**config.mk**
```make
export PLATFORM = sky130hd
export DESIGN_NAME = hier_path_decoder
export DESIGN_NICKNAME = d
export VERILOG_FILES = /design/src/rtl/hier_path_decoder.sv
export SDC_FILE = /design/constraint.sdc
export NUM_CORES = 1
export LEC_CHECK = 0
export ABC_AREA = 0
export CORE_AREA = 4 4 119 121
export DETAILED_ROUTE_END_ITERATION = 8
export DIE_AREA = 0 0 123 125
export PLACE_DENSITY = 0.89
export SLEW_MARGIN = 20
export SYNTH_ARGS = -nofsm -noshare
export SYNTH_HDL_FRONTEND = slang
export SYNTH_SLANG_ARGS = --single-unit
```
**constraint.sdc**
```tcl
create_clock -name clk -period 7 [get_ports clk]
set_input_delay 2.1 -clock clk [delete_from_list [all_inputs] [get_ports clk]]
set_output_delay 2.1 -clock clk [all_outputs]
set_load 0.02 [all_outputs]
```
**src/rtl/hier_path_decoder.sv**
```systemverilog
// Receiving end of the hierarchy-path token stream: folds one switch index per
// token into a packed path, a depth and a flat mixed-radix leaf index.
module hier_path_decoder #(
    parameter int DEPTH   = 10,
    parameter int FANOUT  = 5,
    parameter int DIGIT_W = 4,
    parameter int IDX_W   = 24
) (
    input  logic                       clk,
    input  logic                       rst_n,
    input  logic                       in_valid,
    output logic                       in_ready,
    input  logic [DIGIT_W-1:0]         in_digit,
    input  logic                       in_last,
    output logic                       out_valid,
    input  logic                       out_ready,
    output logic [DEPTH*DIGIT_W-1:0]   out_path,
    output logic [3:0]                 out_depth,
    output logic [IDX_W-1:0]           out_leaf,
    output logic                       out_err_range,
    output logic                       out_err_overflow
);

    localparam logic [1:0] S_IDLE    = 2'd0;
    localparam logic [1:0] S_COLLECT = 2'd1;
    localparam logic [1:0] S_DRAIN   = 2'd2;
    localparam logic [1:0] S_EMIT    = 2'd3;

    localparam logic [3:0]       DEPTH_C  = 4'(DEPTH);
    localparam logic [IDX_W-1:0] FANOUT_C = IDX_W'(FANOUT);

    logic [1:0]               state;
    logic [1:0]               state_next;

    logic [DEPTH*DIGIT_W-1:0] acc_path;
    logic [IDX_W-1:0]         acc_leaf;
    logic [3:0]               acc_count;
    logic                     acc_err_range;
    logic                     acc_err_ovf;

    logic [DEPTH*DIGIT_W-1:0] base_path;
    logic [IDX_W-1:0]         base_leaf;
    logic [3:0]               base_count;
    logic                     base_err_range;
    logic                     base_err_ovf;

    logic [DEPTH*DIGIT_W-1:0] nxt_path;
    logic [IDX_W-1:0]         nxt_leaf;
    logic [3:0]               nxt_count;
    logic                     nxt_err_range;
    logic                     nxt_err_ovf;

    logic                     accept_digit;
    logic                     in_xfer;

    assign in_ready  = (state != S_EMIT);
    assign out_valid = (state == S_EMIT);
    assign in_xfer   = in_valid && in_ready;

    // A token arriving in IDLE starts from cleared accumulators, so the fold
    // below is the same for the first token and every later one.
    always_comb begin
        base_path      = acc_path;
        base_leaf      = acc_leaf;
        base_count     = acc_count;
        base_err_range = acc_err_range;
        base_err_ovf   = acc_err_ovf;
        if (state == S_IDLE) begin
            base_path      = '0;
            base_leaf      = '0;
            base_count     = '0;
            base_err_range = 1'b0;
            base_err_ovf   = 1'b0;
        end

        accept_digit  = (base_count < DEPTH_C);
        nxt_path      = base_path;
        nxt_leaf      = base_leaf;
        nxt_count     = base_count;
        nxt_err_range = base_err_range;
        nxt_err_ovf   = base_err_ovf;

        if (accept_digit) begin
            for (int i = 0; i < DEPTH; i++) begin
                if (base_count == 4'(i)) begin
                    nxt_path[i*DIGIT_W +: DIGIT_W] = in_digit;
                end
            end
            nxt_leaf      = base_leaf * FANOUT_C + IDX_W'(in_digit);
            nxt_count     = base_count + 4'd1;
            nxt_err_range = base_err_range || (32'(in_digit) >= FANOUT);
        end else begin
            nxt_err_ovf   = 1'b1;
        end
    end

    always_comb begin
        state_next = state;
        case (state)
            S_IDLE, S_COLLECT, S_DRAIN: begin
                if (in_valid) begin
                    if (in_last) begin
                        state_next = S_EMIT;
                    end else if (!accept_digit) begin
                        state_next = S_DRAIN;
                    end else begin
                        state_next = S_COLLECT;
                    end
                end
            end
            S_EMIT: begin
                if (out_ready) begin
                    state_next = S_IDLE;
                end
            end
            default: state_next = S_IDLE;
        endcase
    end

    // Output registers are loaded only when a path completes, so they hold the
    // last emitted path while the next one is being collected.
    always_ff @(posedge clk) begin
        if (!rst_n) begin
            state            <= S_IDLE;
            acc_path         <= '0;
            acc_leaf         <= '0;
            acc_count        <= '0;
            acc_err_range    <= 1'b0;
            acc_err_ovf      <= 1'b0;
            out_path         <= '0;
            out_depth        <= '0;
            out_leaf         <= '0;
            out_err_range    <= 1'b0;
            out_err_overflow <= 1'b0;
        end else begin
            state <= state_next;
            if (in_xfer) begin
                acc_path      <= nxt_path;
                acc_leaf      <= nxt_leaf;
                acc_count     <= nxt_count;
                acc_err_range <= nxt_err_range;
                acc_err_ovf   <= nxt_err_ovf;
                if (in_last) begin
                    out_path         <= nxt_path;
                    out_depth        <= nxt_count;
                    out_leaf         <= nxt_leaf;
                    out_err_range    <= nxt_err_range;
                    out_err_overflow <= nxt_err_ovf;
                end
            end
        end
    end

endmodule
```
# Word level (Yosys, flattened, before mapping)
# Cells that the tools add are included.
[word_totals] output_inout_bits=72 ff_bits=142 n_memories=0 ramBits=0 latch_bits=0 inputBits=9 romBits=0 elab_cells=63
[classes] eq_ne=15 multipliers=1 addsub=2 bitwise=0 div_mod_pow=0 n_lt_le_gt_ge=2 mux=25 reduce_logical=7 n_shift=0
[ops] cell="two-way mux 40 bit" count=2
[ops] cell="two-way mux 24 bit" count=2
[ops] cell="two-way mux 4 bit" count=12
[ops] cell="adder 24 x 4 -> 24 bit" count=1
[ops] cell="multiplier 24 x 3 -> 24 bit, second input constant" count=1
[ops] cell="equality test 4 x 3 -> 1 bit, second input constant" count=4
[ops] cell="equality test 4 x 2 -> 1 bit, second input constant" count=2
[ops] cell="equality test 4 bit, second input constant" count=2
[ops] cell="two-way mux 2 bit" count=4
[ops] cell="adder 4 x 1 -> 4 bit, second input constant" count=1
[ops] cell="equality test 2 bit, second input constant" count=2
[ops] cell="equality test 4 x 1 -> 1 bit, second input constant" count=1
[ops] cell=">= comparator 4 x 3 -> 1 bit, second input constant" count=1
[ops] cell="logical NOT 4 bit" count=1
[ops] cell="< comparator 4 bit, second input constant" count=1
[ops] cell="two-way mux 1 bit" count=4
[ops] cell="inequality test 2 bit, second input constant" count=2
[ops] cell="one-hot mux 2 bit (2 select lines)" count=1
[ops] cell="AND reduction 2 bit" count=2
[ops] cell="OR reduction 3 bit" count=1
[ops] cell="equality test 2 x 1 -> 1 bit, second input constant" count=1
[ops] cell="logical NOT 2 bit" count=1
[ops] cell="inequality test 2 x 1 -> 1 bit, second input constant" count=1
[ops] cell="logical AND 1 bit" count=1
[ops] cell="logical OR 1 bit" count=1

# Longest topological paths before layout
[depth] word_depth=7 mapped_depth=16 ltp_nobuf=12

# Worst setup path before layout
# Ideal clock, no wire load.
[synth_timing] path_kind="input-to-reg" from="input port in_digit[1]" to="register acc_leaf[21]" n_path_buf=0 setup_slack_ns=2.581 t_required_ns=6.913 t_arrival_ns=4.332 stages=10 path_cell_list="ha_1 -> ha_1 -> fa_1 -> a21o_1 -> a221oi_2 -> o21ai_1 -> a31oi_1 -> a21oi_1 -> mux2i_1 -> o31ai_1"
[synth_via] elab_chain_len=2
[synth_rtl] item="start: declaration" line="13" source="input logic [DIGIT_W-1:0] in_digit,"
[synth_rtl] item="adder 24 x 4 -> 24 bit" line="89" source="nxt_leaf = base_leaf * FANOUT_C + IDX_W'(in_digit);"
[synth_rtl] item="two-way mux 24 bit" line="83" source="if (accept_digit) begin"
[synth_rtl] item="end signal: assignment" line="139" source="acc_leaf <= nxt_leaf;"
[synth_rtl] item="end: declaration" line="36" source="logic [IDX_W-1:0] acc_leaf;"
# Every way passes these cells.
# A chain may end at the register's enable or synchronous reset.

# Worst setup path in the final report
[layout_timing] from="input port in_digit[1]" to="register out_leaf[21]"
[layout_via] elab_chain_len=2
[layout_rtl] item="adder 24 x 4 -> 24 bit" line="89"
[layout_rtl] item="two-way mux 24 bit" line="83"
[layout_rtl] item="end signal: assignment" line="146" source="out_leaf <= nxt_leaf;"
[layout_rtl] item="end: declaration" line="19" source="output logic [IDX_W-1:0] out_leaf,"
# Every way passes these cells.

==> impl_metrics.sql <==
INSERT INTO impl_metrics (metric_group, metric, value, unit) VALUES
('run_status', 'run_status', 'finished clean', ''),
('clock_tree', 'htree_levels', '4', ''),
('sta', 'worst_slack', '1.73', 'ns'),
('placed_design', 'pre_cts_ws', '1.35', 'ns'),
('placed_design', 'place_hpwl', '13.3', 'mm'),
('sta', 'tightestPinTransition', '1.09', 'ns'),
('route', 'vias', '7348', ''),
('clock_tree', 'clock_tree_from_tritoncts', 'yes', ''),
('synth', 'synthesis.nets', '1045', ''),
('route', 'first_pass_iters', '6', ''),
('floorplan', 'initial_core_util', '59.4', '%'),
('synth', 'post_synth_most_frequent_cells', 'sky130_fd_sc_hd__dfxtp_1, sky130_fd_sc_hd__nand2_1, sky130_fd_sc_hd__nor2_1', ''),
('sta', 'post-route-min-period', '5.27', 'ns'),
('synth', 'synth.largest_area_cell', 'sky130_fd_sc_hd__dfxtp_1', ''),
('route', 'wire_length_reported_by_the_detailed_router', '20.5', 'mm'),
('grt', 'grt_pass1_wl', '33.6', 'mm'),
('route', 'ant_nets', '0', ''),
('sta', 'report.final.setup_viol', '0', ''),
('grt', 'number_of_antenna_violations_at_the_first_check_in_global_routing', '0', ''),
('floorplan', 'placeableCoreArea', '13100', 'sq um'),
('placed_design', 'placed_cells', '1155', ''),
('flow_run', 'cap_viol_max_count', '0', ''),
('sta', 'worst_slew_margin_rel', '27.5', '%'),
('route', 'detail_route.iter0.violations', '846', ''),
('synth', 'netlist_top_cells_area', 'sky130_fd_sc_hd__dfxtp_1, sky130_fd_sc_hd__ha_1, sky130_fd_sc_hd__nand2_1, sky130_fd_sc_hd__a211oi_1, sky130_fd_sc_hd__nor2_1', ''),
('synth', 'synth-edff-count', '0', ''),
('clock_tree', 'cts.path.max_buffers', '2', ''),
('sta', 'grt_setup_unrepaired', 'no', ''),
('final_layout', 'antenna_cells_inserted', '0', ''),
('final_layout', 'final_net_count', '1078', ''),
('worst_setup_path', 'ff2ff_setup_slack', '2.86', 'ns'),
('route', 'detail_route.wl_per_cell', '17.3', 'microns'),
('floorplan', 'total_die_area', '15400', 'sq um'),
('worst_setup_path', 'end_kind', 'flop', ''),
('sta', 'slew_violations', '0', ''),
('floorplan', 'die_height', '125', 'microns'),
('worst_setup_path', 'rr_worst_depth', '12', ''),
('sta', 'hold_ws', '0.457', 'ns'),
('route', 'via_per_inst', '6.20', ''),
('synth', 'synth_seq_area_share', '36.6', '%'),
('sta', 'clock_skew', '0.00944', 'ns'),
('sta', 'timing.fmax', '190', 'MHz'),
('clock_tree', 'cts.hold.buffers_added', '0', ''),
('clock_tree', 'clkLatencyLatePin', '0.43', 'ns'),
('worst_setup_path', 'crit_path_kind', 'input pin to flop', ''),
('clock_tree', 'cts.root.buffer_cell', 'sky130_fd_sc_hd__clkbuf_16', ''),
('worst_setup_path', 'crit_path_max_fanout', '14', ''),
('floorplan', 'chipWidth', '123', 'microns'),
('synth', 'ys.warnings.count', '0', ''),
('min_path', 'hold_path_end', 'out_path[31]$_SDFFE_PN0P_', ''),
('grt', 'grt_util_all_layers', '26.9', '%'),
('min_path', 'worstHoldStart', 'out_path[31]$_SDFFE_PN0P_', ''),
('clock_tree', 'cts_sinks', '142', ''),
('power_and_ir_drop', 'static-leakage-power', '3.75', 'nW'),
('synth', 'synth_unique_cells', '51', ''),
('worst_setup_path', 'timing.critical_path.arrival', '5.54', 'ns'),
('floorplan', 'boundaryPins', '81', ''),
('worst_setup_path', 'startpoint_types', 'input pin', ''),
('clock_tree', 'tritoncts.num_buffers', '17', ''),
('placed_design', 'globalplace.congestion', '0.926', ''),
('grt', 'grt_start_max_net_pins', '104', ''),
('final_layout', 'synth_to_layout_area_growth', '17.8', '%'),
('synth', 'asyncSetResetFlopFracSynth', '0', '%'),
('synth', 'synth_most_common_cell', 'sky130_fd_sc_hd__dfxtp_1', ''),
('placed_design', 'io_buffers', '80', ''),
('grt', 'grt_overflow', '0', ''),
('clock_tree', 'cts_resized', '0', ''),
('power_and_ir_drop', 'irDropWorstVdd', '0.000167', 'V'),
('synth', 'postSynthRegisterBits', '142', ''),
('grt', 'via_count_of_the_first_global_routing_pass', '6837', ''),
('clock_tree', 'reg_clk_slew_reported_paths', '0.06', 'ns');
layout make-up:
type	instances	area [sq um]	share of cell area, %
Multi-Input combinational cell	737	4610	50.4
Sequential cell	142	2840	31.1
Timing Repair Buffer	89	868	9.49
Clock buffer	18	429	4.69
Tap cell	176	220	2.41
Clock inverter	12	139	1.52
Inverter	11	42.5	0.465
registers in the layout, indices dropped and copies added, names as in the netlist:
register,count
acc_path,40
out_path,40
acc_leaf,24
out_leaf,24
acc_count,4
out_depth,4
state,2
acc_err_ovf,1
acc_err_range,1
out_err_overflow,1
out_err_range,1
worst max-delay path by stage:
stage	slack, ns	endpoint	from
after floorplan	2.58	acc_leaf[21]$_SDFFE_PN0P_	in_digit[1]
after global placement	1.45	acc_leaf[21]$_SDFFE_PN0P_	in_digit[1]
after detailed placement	1.35	out_leaf[21]$_SDFFE_PN0P_	in_digit[1]
after CTS	1.78	out_leaf[21]$_SDFFE_PN0P_	in_digit[1]
after global routing	1.60	out_leaf[21]$_SDFFE_PN0P_	in_digit[1]
final	1.73	out_leaf[21]$_SDFFE_PN0P_	in_digit[1]
per-layer routing:
layer | global-route usage, % | vias up | wire length, microns
met5 | 0 | - | 0
met4 | 10.1 | 0 | 503
met3 | 4.74 | 48 | 1570
met2 | 39.7 | 330 | 9150
met1 | 39.2 | 3423 | 9270
li1 | - | 3547 | -
kinds of logic after synthesis:
kind of cell    Yosys count  synth area share (%)
mux                       8                  1.05
fa+ha+maj                71                  11.6
flops                   142                  36.6
simple gates            357                  20.6
xor+xnor                 19                  2.14
buf+inv                  86                  4.27
compound gates          282                  23.7
critical path, cell delays in order:
cell,delay [ns]
sky130_fd_sc_hd__clkdlybuf4s50_1,0.86
sky130_fd_sc_hd__ha_1,0.35
sky130_fd_sc_hd__ha_1,0.23
sky130_fd_sc_hd__fa_1,0.41
sky130_fd_sc_hd__a21o_1,0.20
sky130_fd_sc_hd__a221oi_2,0.42
sky130_fd_sc_hd__o21ai_1,0.17
sky130_fd_sc_hd__a31oi_1,0.30
sky130_fd_sc_hd__a21oi_1,0.17
sky130_fd_sc_hd__mux2i_1,0.19
sky130_fd_sc_hd__a31oi_1,0.11
report_power, final:
part	leakage (nW)	switching, mW	internal [mW]
logic	2.31	0.179	0.107
clock network	0.277	0.368	0.524
registers	1.16	0.0248	0.850
layout by cell type, fill, tap and decap left out, drive strengths merged, types with 7 or more instances in the layout:
cell           Yosys  routed
dfxtp            142     142
nand2            122     122
nor2             119     119
a21oi             84      84
clkdlybuf4s50      0      80
ha                69      69
a211oi            60      60
o21ai             36      36
and3              31      31
and2              30      30
nand3             26      26
a31oi             24      24
a311oi            18      18
clkbuf            68      18
xnor2             14      14
inv               11      13
a22oi             12      12
a21o              10      10
nor3               9       9
buf                7       9
mux2i              7       7
nand4              7       7
clkinv             0       7
Note: power is estimated with default switching activity, not from simulation.
